## src/rtl/prog_loader_pkg.sv

```systemverilog
// Shared types and constants for the program loader.
// Latency: n/a (declarations only).
// Backpressure: n/a.
package prog_loader_pkg;

    localparam int         PL_LEN_W     = 16;
    localparam logic [7:0] PL_MAGIC_DEF = 8'hA5;

    typedef logic [PL_LEN_W-1:0] pl_len_t;

    // The checksum state only exists when the checksum byte is part of the frame.
    typedef enum logic [2:0] {
        PL_IDLE   = 3'd0,
        PL_LEN_HI = 3'd1,
        PL_LEN_LO = 3'd2,
        PL_DATA   = 3'd3,
`ifdef PROG_LOADER_CKSUM_EN
        PL_CKSUM  = 3'd4,
`endif
        PL_DONE   = 3'd5
    } pl_state_t;

endpackage

```

## src/rtl/prog_loader_cksum.sv

```systemverilog
// 8-bit modulo-256 running sum of payload bytes; sum_ok flags that sum + din wraps to zero.
// Latency: sum updates 1 cycle after add_en; sum_ok is combinational on din.
// Backpressure: none, consumes one byte per cycle when add_en is high.
module prog_loader_cksum
    import prog_loader_pkg::*;
(
    input  logic       clk,
    input  logic       rst_n,
    input  logic       clr,
    input  logic       add_en,
    input  logic [7:0] din,
    output logic       sum_ok
);

    logic [7:0] sum;

    // Accumulate payload bytes; a clear wins over an add in the same cycle.
    always_ff @(posedge clk or negedge rst_n) begin
        if (!rst_n) begin
            sum <= 8'h00;
        end else if (clr) begin
            sum <= 8'h00;
        end else if (add_en) begin
            sum <= sum + din;
        end
    end

    assign sum_ok = (8'(sum + din) == 8'h00);

endmodule

```

## src/rtl/prog_loader.sv

```systemverilog
// Framed byte-stream loader (magic, len16, payload[, checksum]) writing program memory from address 0; optional checksum under PROG_LOADER_CKSUM_EN.
// Latency: memory write and status (busy/err/cpu_run) registered, 1 cycle after the byte is accepted.
// Backpressure: none, in_ready is 1 in every state after reset, one byte per cycle.
module prog_loader
    import prog_loader_pkg::*;
#(
    parameter int         ADDR_W = 10,
    parameter logic [7:0] MAGIC  = PL_MAGIC_DEF
) (
    input  logic              clk,
    input  logic              rst_n,
    input  logic              in_valid,
    input  logic [7:0]        in_data,
    output logic              in_ready,
    output logic              mem_we,
    output logic [ADDR_W-1:0] mem_addr,
    output logic [7:0]        mem_wdata,
    output logic              busy,
    output logic              err,
    output logic              cpu_run
);

    // Largest legal payload; the counter is one bit wider so this length does not alias to 0.
    localparam pl_len_t MAX_LEN = pl_len_t'(2 ** ADDR_W);

    pl_state_t   state;
    logic [7:0]  len_hi;
    pl_len_t     len_q;
    logic [ADDR_W:0] cnt;

    logic    accept;
    logic    magic_hit;
    pl_len_t len_full;
    logic    len_bad;
    logic    last_byte;

    assign accept    = in_valid && in_ready;
    assign magic_hit = accept && (in_data == MAGIC) && ((state == PL_IDLE) || (state == PL_DONE));
    assign len_full  = {len_hi, in_data};
    assign len_bad   = (len_full == '0) || (len_full > MAX_LEN);
    assign last_byte = ((pl_len_t'(cnt) + pl_len_t'(1)) == len_q);

`ifdef PROG_LOADER_CKSUM_EN
    logic sum_ok;

    prog_loader_cksum u_cksum (
        .clk    (clk),
        .rst_n  (rst_n),
        .clr    (magic_hit),
        .add_en (accept && (state == PL_DATA)),
        .din    (in_data),
        .sum_ok (sum_ok)
    );
`endif

    // Frame parser: state, counters and all registered outputs.
    always_ff @(posedge clk or negedge rst_n) begin
        if (!rst_n) begin
            state     <= PL_IDLE;
            len_hi    <= 8'h00;
            len_q     <= '0;
            cnt       <= '0;
            in_ready  <= 1'b0;
            mem_we    <= 1'b0;
            mem_addr  <= '0;
            mem_wdata <= 8'h00;
            busy      <= 1'b0;
            err       <= 1'b0;
            cpu_run   <= 1'b0;
        end else begin
            in_ready <= 1'b1;
            mem_we   <= 1'b0;
            if (accept) begin
                case (state)
                    PL_IDLE, PL_DONE: begin
                        if (magic_hit) begin
                            state   <= PL_LEN_HI;
                            busy    <= 1'b1;
                            err     <= 1'b0;
                            cpu_run <= 1'b0;
                            cnt     <= '0;
                        end
                    end
                    PL_LEN_HI: begin
                        len_hi <= in_data;
                        state  <= PL_LEN_LO;
                    end
                    PL_LEN_LO: begin
                        if (len_bad) begin
                            err   <= 1'b1;
                            busy  <= 1'b0;
                            state <= PL_IDLE;
                        end else begin
                            len_q <= len_full;
                            state <= PL_DATA;
                        end
                    end
                    PL_DATA: begin
                        mem_we    <= 1'b1;
                        mem_addr  <= cnt[ADDR_W-1:0];
                        mem_wdata <= in_data;
                        cnt       <= cnt + 1'b1;
                        if (last_byte) begin
`ifdef PROG_LOADER_CKSUM_EN
                            state <= PL_CKSUM;
`else
                            state   <= PL_DONE;
                            cpu_run <= 1'b1;
                            busy    <= 1'b0;
`endif
                        end
                    end
`ifdef PROG_LOADER_CKSUM_EN
                    PL_CKSUM: begin
                        busy <= 1'b0;
                        if (sum_ok) begin
                            state   <= PL_DONE;
                            cpu_run <= 1'b1;
                        end else begin
                            state   <= PL_IDLE;
                            err     <= 1'b1;
                            cpu_run <= 1'b0;
                        end
                    end
`endif
                    default: state <= PL_IDLE;
                endcase
            end
        end
    end

endmodule
```

## config.mk

```make
export PLATFORM = sky130hd
export DESIGN_NAME = prog_loader
export DESIGN_NICKNAME = d
export VERILOG_FILES = /design/src/rtl/prog_loader_pkg.sv /design/src/rtl/prog_loader_cksum.sv /design/src/rtl/prog_loader.sv
export SDC_FILE = /design/constraint.sdc
export NUM_CORES = 1
export LEC_CHECK = 0
export ABC_AREA = 0
export BUFFER_PORTS_ARGS = -buffer_cell sky130_fd_sc_hd__buf_2
export CORE_MARGIN = 5
export CORE_UTILIZATION = 60
export DETAILED_ROUTE_END_ITERATION = 10
export GPL_ROUTABILITY_DRIVEN = 0
export PLACE_DENSITY_LB_ADDON = 0.05
export SYNTH_ARGS = -nofsm -noshare
export SYNTH_HDL_FRONTEND = slang
export SYNTH_SLANG_ARGS = --single-unit
```

## constraint.sdc

```tcl
create_clock -name clk -period 3.6 [get_ports clk]
set_input_delay 0.18 -clock clk [delete_from_list [all_inputs] [get_ports clk]]
set_output_delay 0.18 -clock clk [all_outputs]
set_load 0.01 [all_outputs]
```

# --- Yosys cells after proc, flatten, opt, wreduce, memory -nomap -nowiden ---
# Cells that the tools add are included.
word_totals:
  ff_bits: 61
  word_cells: 60
op_classes:
  n_bitwise: 1
  n_mux: 17
  reduce_logical: 19
  eq_ne: 9
  n_lt_le_gt_ge: 1
  addsub: 2
op_table:
  columns: ["op", "count"]
  rows:
  - ["$pmux W11 S2", 1]
  - ["$eq A12 B16 Y1", 1]
  - ["$gt A16 B11 Y1 const B", 1]
  - ["$logic_not A16 Y1", 1]
  - ["$add A11 B1 Y12 const B", 1]
  - ["$pmux W3 S4", 1]
  - ["$add A11 B1 Y11 const B", 1]
  - ["$mux W11", 1]
  - ["$reduce_and A3 Y1", 3]
  - ["$eq A8 B8 Y1 const B", 1]
  - ["$mux W1", 8]
  - ["$reduce_and A4 Y1", 2]
  - ["$eq A3 B2 Y1 const B", 2]
  - ["$mux W3", 2]
  - ["$ne A2 B2 Y1 const B", 3]
  - ["$reduce_and A5 Y1", 1]
  - ["$pmux W1 S2", 2]
  - ["$reduce_and A2 Y1", 2]
  - ["$reduce_bool A2 Y1", 2]
  - ["$eq A3 B1 Y1 const B", 1]
  - ["$eq A3 B3 Y1 const B", 1]
  - ["$logic_and A1 B1 Y1", 3]
  - ["$logic_not A3 Y1", 1]
  - ["$pmux W1 S3", 1]
  - ["5 further kinds", 6]

# --- Depth between registers and ports, before layout ---
# Gate-level depths: netlist of run 1.
logic_depth:
  depth_word: 5
  ltp_mapped: 8

# --- Least setup slack after synthesis of run 1 ---
# OpenSTA, ideal clock, no wires.
synth_timing:
  kind: "reg2reg"
  start: "reg cnt[0]"
  end: "reg cpu_run"
  arrival_time_ns: 2.299
  n_path_buf: 0
  path_stages_with_launch: 8
  synth_period_minus_slack_ns: 2.376
  setup_slack_ns: 1.224
  cell_sequence: "dfrtp_1 ha_1 and2_1 o211ai_1 mux2i_1 or4_1 or4_1 o21ai_1"
synth_between:
  elab_chain_len: 4
synth_lines:
  columns: ["item", "line", "rtl"]
  rows:
  - ["start: declaration", "prog_loader.sv:29", "logic [ADDR_W:0] cnt;"]
  - ["start signal: assignment", "prog_loader.sv:102", "cnt <= cnt + 1'b1;"]
  - ["$add A11 B1 Y12", "prog_loader.sv:41", "assign last_byte = ((pl_len_t'(cnt) + pl_len_t'(1)) == len_q);"]
  - ["$eq A12 B16 Y1", "prog_loader.sv:41", null]
  - ["$ne A2 B2 Y1 (no source line)", null, null]
  - ["$reduce_and A4 Y1 (no source line)", null, null]
  - ["end signal: assignment", "prog_loader.sv:69", "cpu_run <= 1'b0;"]
  - ["end signal: assignment", "prog_loader.sv:80", "cpu_run <= 1'b0;"]
  - ["end signal: assignment", "prog_loader.sv:108", "cpu_run <= 1'b1;"]
  - ["end: declaration", "prog_loader.sv:20", "output logic cpu_run"]
# Every way passes these cells.
# A chain may end at the register's enable or synchronous reset.

# --- Final worst setup path of run 1 ---
# Ends and elaborated chain as after synthesis.

==> impl_metrics.yaml, run 1 <==
timing:
  fin_crit_ps: 2630
  skew_ps: 6.30
  grt_setup_unrepaired: "no"
  worst_slack_ps: 970
  fin_crit_sh_pct: 73.1
  fin_tns_setup_ps: 0
  slew_headroom_pct: 46.5
  setup_viol: 0
  worst_pin_slew_ps: 803
  fmax_mhz: 380
  finalMaxSlewViolations: 0
  hold_viol: 0
grt:
  grt_first_pass_wirelength_mm: 11.1
  grt_pass1_vias: 2260
  gr-total-overflow: 0
  antenna_found_initial: 0
  grt_usage_pct: 22.8
  grt_max_degree: 38
layout:
  fillers: 356
  multi_input_area_sq_mm: 0.00132
  regArea_sq_mm: 0.00153
  syn2layout_area_growth_pct: 13.8
  nets: 340
  drive_gt1_share_pct: 23.1
  post-route-cell-area_sq_mm: 0.00340
  diodes: 0
synth:
  synth-seq-cells: 61
  synth_area_leader_cell: "dfrtp_1"
  yosysWarnings: 0
  ys_seq_area_share_pct: 51.1
  synth_area_sq_mm: 0.00299
  syn_area_per_cell_sq_um: 9.92
  syn_inst: 301
  yosys-top-cells-count: "nand2_1 (68), dfrtp_1 (61), o21ai_0 (21)"
  synthTopCellsByArea: "dfrtp_1 (51%), nand2_1 (8.5%), mux2_2 (7.2%), o21ai_0 (3.5%), xnor2_1 (3.2%)"
  synth_cell_types: 47
  async_flop_share_pct: 100
  synth_top_cell_area_share_pct: 51.1
  synth_fp_nets: 313
  synth_edf_count: 0
  ys.flop_type: "dfrtp_1"
  yosysMostFrequentCell: "nand2_1"
route:
  drcViolationCount: 0
  drt_iter0_markers: 113
  drtAntennaViolNets: 0
  drt_pre_antenna_iters: 5
  routed_wl_mm: 6.28
  vias: 2295
  vias_per_cell: 5.74
  wl_per_cell_um: 15.7
setup_path:
  crit_family: "simple AND/OR/NAND/NOR gates"
  cpMostUsedCell: "or4_1"
  reg2reg_slack_ps: 970
  critPathLaunchType: "flop"
  slowest_stage: "or4_1"
  critPathRequiredTime_ps: 3860
  path_buf_inv: 0
  reg2reg_to: "cpu_run"
  path_cells: "ha_1 > and2_1 > nand4_1 > xnor2_1 > or4_1 > or4_1 > o21ai_1"
  crit_start: "cnt[0]"
  critPathMaxFanout: 8
  cpPeakStageDelay_ps: 580
  rr_worst_depth: 7
  crit_arrival_ps: 2890
  end_kind: "flop"
  critPathKind: "reg2reg"
  r2r-start: "cnt[0]"
pwr:
  powerDensity_mw_per_mm2: 759
  vdd.ir_drop.worst_mv: 0.465
  p_leak_nw: 1.60
  total_power_mw: 2.58
worst_hold_path:
  hold_start: "in_data[6]"
  hold_end: "mem_wdata[6]"
  min_path_cells: 3
  hold_path.class: "in2reg"
place:
  dp_slack_ps: 1000
  port_buffers: 33
  dp_hpwl_mm: 4.33
  postPlaceCellArea_sq_mm: 0.00312
cts:
  htreeDepth: 3
  cts_tree: "built"
  root_buffer: "clkbuf_8"
  cts_buffers: 9
  clock_path_buffers: 2
  clock-sinks: 61
  clk_pin_slew_ps: 70
  worstSkewPairLatency_ps: 340
floorplan:
  core_area_sq_mm: 0.00479
  num_rows: 25
  die_area_sq_mm: 0.00649
  pin_count: 34
  die_h_um: 80.6
  initial_core_util_pct: 62.4
  die_width_um: 80.6
status:
  outcome: "finished, final reports clean"
job:
  max_cap_viol_count: 0
==> report_power, final <==
group,total (mW),internal (mW),switching [mW]
clock,0.821,0.549,0.272
sequential,1.06,0.878,0.181
combinational,0.699,0.323,0.376
total,2.58,1.75,0.829
==> placed cells by master (no fill, tap or decap), types with 3 or more instances in the layout <==
master	instances
nand2_1	68
dfrtp_1	61
buf_2	33
o21ai_0	21
mux2_2	19
xnor2_1	11
clkbuf_8	10
nor2_1	9
a21oi_1	9
and2_1	8
nor3_1	7
nor4_1	6
o31ai_1	6
nand3_1	5
or4_1	5
xor2_1	5
nor2b_1	4
nand4_1	4
bufinv_16	4
inv_1	3
o211ai_1	3
==> area by class of cell <==
class	instances	share of cell area [%]
inverter	3	0.331
clock buffer	10	4.05
sequential	61	44.9
timing repair buffer	36	5.60
clock inverter	6	3.94
tap	67	2.47
multi-input combinational	217	38.7
==> state kept, by name, indices dropped and copies added, names as in the netlist <==
signal	flops
busy	1
cnt	11
cpu_run	1
err	1
in_ready	1
len_hi	8
len_q	16
mem_addr	10
mem_wdata	8
mem_we	1
state	3
==> kinds of logic (layout without fill, tap and decap cells) <==
kind of cell / Yosys count / after routing / synth area share (%)
flops: 61 / 61 / 51.1
mux: 21 / 21 / 7.83
other cells: 1 / 1 / 0.126
buf+inv: 23 / 55 / 4.86
fa+ha+maj: 1 / 1 / 0.419
xor+xnor: 16 / 16 / 4.69
compound gates: 49 / 49 / 9.76
simple gates: 129 / 129 / 21.2
==> how the worst max path moves through the flow <==
| stage | to | slack [ps] | cells after the start |
|---|---|---|---|
| after floorplan | cpu_run | 1220 | 7 |
| after global placement | state[2] | 1020 | 7 |
| after detailed placement | cpu_run | 1000 | 7 |
| after CTS | cpu_run | 980 | 7 |
| after global routing | state[2] | 820 | 7 |
| final | cpu_run | 970 | 7 |
==> worst reg2reg max path, cell delays in order (launching register included) <==
cell and delay (ps):
dfrtp_1 490, ha_1 330, and2_1 250, nand4_1 190
xnor2_1 190, or4_1 400, or4_1 580, o21ai_1 140
==> layer usage <==
metal	track usage [%]	share of wire, %	vias to the layer above
met5	0	0	-
met4	9.46	1.6	0
met3	4.60	5.4	11
met2	35.5	47	77
met1	31.0	46	1103
li1	-	-	1104
==> stage by stage <==
step / util [%] / hold WS (ps) / std cells
global route: 71.0 / 104 / 400
finish: 71.0 / 90.3 / 400
detailed placement: 65.1 / 317 / 383
global placement: 65.1 / 315 / 383
CTS: 71.0 / 82.5 / 400
floorplan: - / -116 / 301
==> repair_timing <==
item,CTS,global route
buffers inserted,0,0
hold buffers,1,0
resized for setup,0,0
endpoints found under the hold margin,36,0
Power figures use the tool's default switching activity.
==> inputs of run 2 (changes only) <==
--- a/config.mk
+++ b/config.mk
@@ -8,7 +8,7 @@
 export ABC_AREA = 0
 export BUFFER_PORTS_ARGS = -buffer_cell sky130_fd_sc_hd__buf_2
 export CORE_MARGIN = 5
-export CORE_UTILIZATION = 60
+export CORE_UTILIZATION = 58
 export DETAILED_ROUTE_END_ITERATION = 10
 export GPL_ROUTABILITY_DRIVEN = 0
 export PLACE_DENSITY_LB_ADDON = 0.05
==> constraint.sdc (replaced) <==
create_clock -name clk -period 2.45 [get_ports clk]
set_input_delay 0.1225 -clock clk [delete_from_list [all_inputs] [get_ports clk]]
set_output_delay 0.1225 -clock clk [all_outputs]
set_load 0.01 [all_outputs]
==> run 2 against run 1 <==
Net effect:
- count of clock-buffer cells in the layout grew 2
- via count grew 2.6%
- final cell count grew 3.5%
- combinational power grew 63%
- critical path type unchanged
==> impl_metrics.yaml, run 2 (synthesis gave the netlist of run 1 again) <==
status:
  outcome: "finished, final reports clean"
layout:
  nets: 351
  final_common_cell: "nand2_1"
  max_flop_register: "len_q"
  regArea_sq_mm: 0.00153
  final_cells: 414
  mostFrequentLayoutCells: "nand2_1 (68), dfrtp_1 (61), buf_2 (33)"
  syn2layout_area_growth_pct: 15.9
  reg_top3: "len_q (16), cnt (11), mem_addr (10)"
  largest_reg_flops: 16
  multi_input_area_sq_mm: 0.00135
  diodes: 0
  drive_gt1_share_pct: 27.3
  fillers: 406
cts:
  cts_buffers: 9
  clock-sinks: 61
  worstSkewPairLatency_ps: 340
  clk_pin_slew_ps: 70
  root_buffer: "clkbuf_8"
  cts_tree: "built"
  htreeDepth: 3
  clock_path_buffers: 2
timing:
  fin_tns_setup_ps: 0
  hold_viol: 0
  worst_slack_ps: 102
  fin_crit_sh_pct: 95.8
  finalMaxSlewViolations: 0
  fin_crit_ps: 2350
  setup_viol: 0
  worst_pin_slew_ps: 647
  grt_setup_unrepaired: "no"
  skew_ps: 4.27
  fmax_mhz: 426
  slew_headroom_pct: 56.9
floorplan:
  die_h_um: 81.8
  die_width_um: 81.8
  core_area_sq_mm: 0.00504
  die_area_sq_mm: 0.00668
  initial_core_util_pct: 59.2
  pin_count: 34
  num_rows: 26
pwr:
  powerDensity_mw_per_mm2: 1040
  p_leak_nw: 1.63
  vdd.ir_drop.worst_mv: 0.825
grt:
  grt_usage_pct: 22.2
  grt_max_degree: 36
  grt_pass1_vias: 2277
  gr-total-overflow: 0
  antenna_found_initial: 0
  grt_first_pass_wirelength_mm: 11.2
setup_path:
  critPathLaunchType: "flop"
  reg2reg_slack_ps: 100
  critPathKind: "reg2reg"
  critPathMaxFanout: 5
  end_kind: "flop"
  crit_arrival_ps: 2620
  critPathRequiredTime_ps: 2720
route:
  wl_per_cell_um: 16.0
  drt_iter0_markers: 177
  vias: 2355
  vias_per_cell: 5.69
  routed_wl_mm: 6.63
  drtAntennaViolNets: 0
  drt_pre_antenna_iters: 4
  drcViolationCount: 0
place:
  dp_slack_ps: 4.47
  dp_hpwl_mm: 4.65
  dp_cells: 396
  port_buffers: 33
job:
  max_cap_viol_count: 0
worst_hold_path:
  hold_path.class: "in2reg"
run 2: cell types whose count changed in the layout (fill, tap and decap cells not counted), sizes merged:
cell,before,now
clkbuf,10,12
bufinv,4,1
clkinv,2,3
buf,35,46
run 2: cell type report:
class	count	share of cell area, %
timing repair buffer	47	7.88
tap	70	2.53
inverter	3	0.325
clock buffer	12	4.77
sequential	61	44.1
multi-input combinational	217	39.1
clock inverter	4	1.30
run 2: worst paths after layout:
check | from | to | depth (start not counted)
worst max register to register | cnt[0] | cpu_run | 7
min in group asynchronous | rst_n | mem_addr[4] | 2
worst max-delay path | cnt[0] | cpu_run | 7
worst min-delay path | in_data[6] | mem_wdata[6] | 3
max in group asynchronous | rst_n | len_hi[4] | 3
worst min register to register | mem_addr[5] | mem_addr[5] | 2
run 2: routing by layer:
layer | GRT usage (%) | part of all wire [%] | up-vias
li1 | - | - | 1120
met1 | 30.6 | 46 | 1154
met2 | 35.0 | 48 | 71
met3 | 3.51 | 4.6 | 10
met4 | 9.47 | 1.8 | 0
met5 | 0 | 0 | -
run 2: critical path, stage by stage, from the launching register on:
cell and delay [ps]:
dfrtp_1 420, ha_4 200, xor2_2 170, xnor2_1 150, nand4_1 130, or4_1 550
or4_4 540, o21ai_1 120
run 2: through the flow:
stage | hold WS (ps) | power, mW | cell area (sq um) | utilization, %
finish | 36.0 | 3.62 | 3460 | 68.7
CTS | 33.6 | 3.59 | 3420 | 67.8
global placement | 165 | 2.59 | 3200 | 63.4
detailed placement | 181 | 2.64 | 3200 | 63.4
floorplan | -173 | 2.30 | 2990 | -
global route | 45.5 | 3.84 | 3460 | 68.7
run 2: power breakdown:
part | total (mW) | switching [mW] | internal [mW]
sequential | 1.54 | 0.253 | 1.29
combinational | 1.14 | 0.599 | 0.538
clock | 0.936 | 0.389 | 0.548
run 2: repair_timing:
action,CTS,global route
endpoints found under the hold margin,26,0
buffers inserted,0,1
hold buffers,1,0
pin swaps,0,5
gates resized for setup,1,6
setup endpoints to repair,2,2
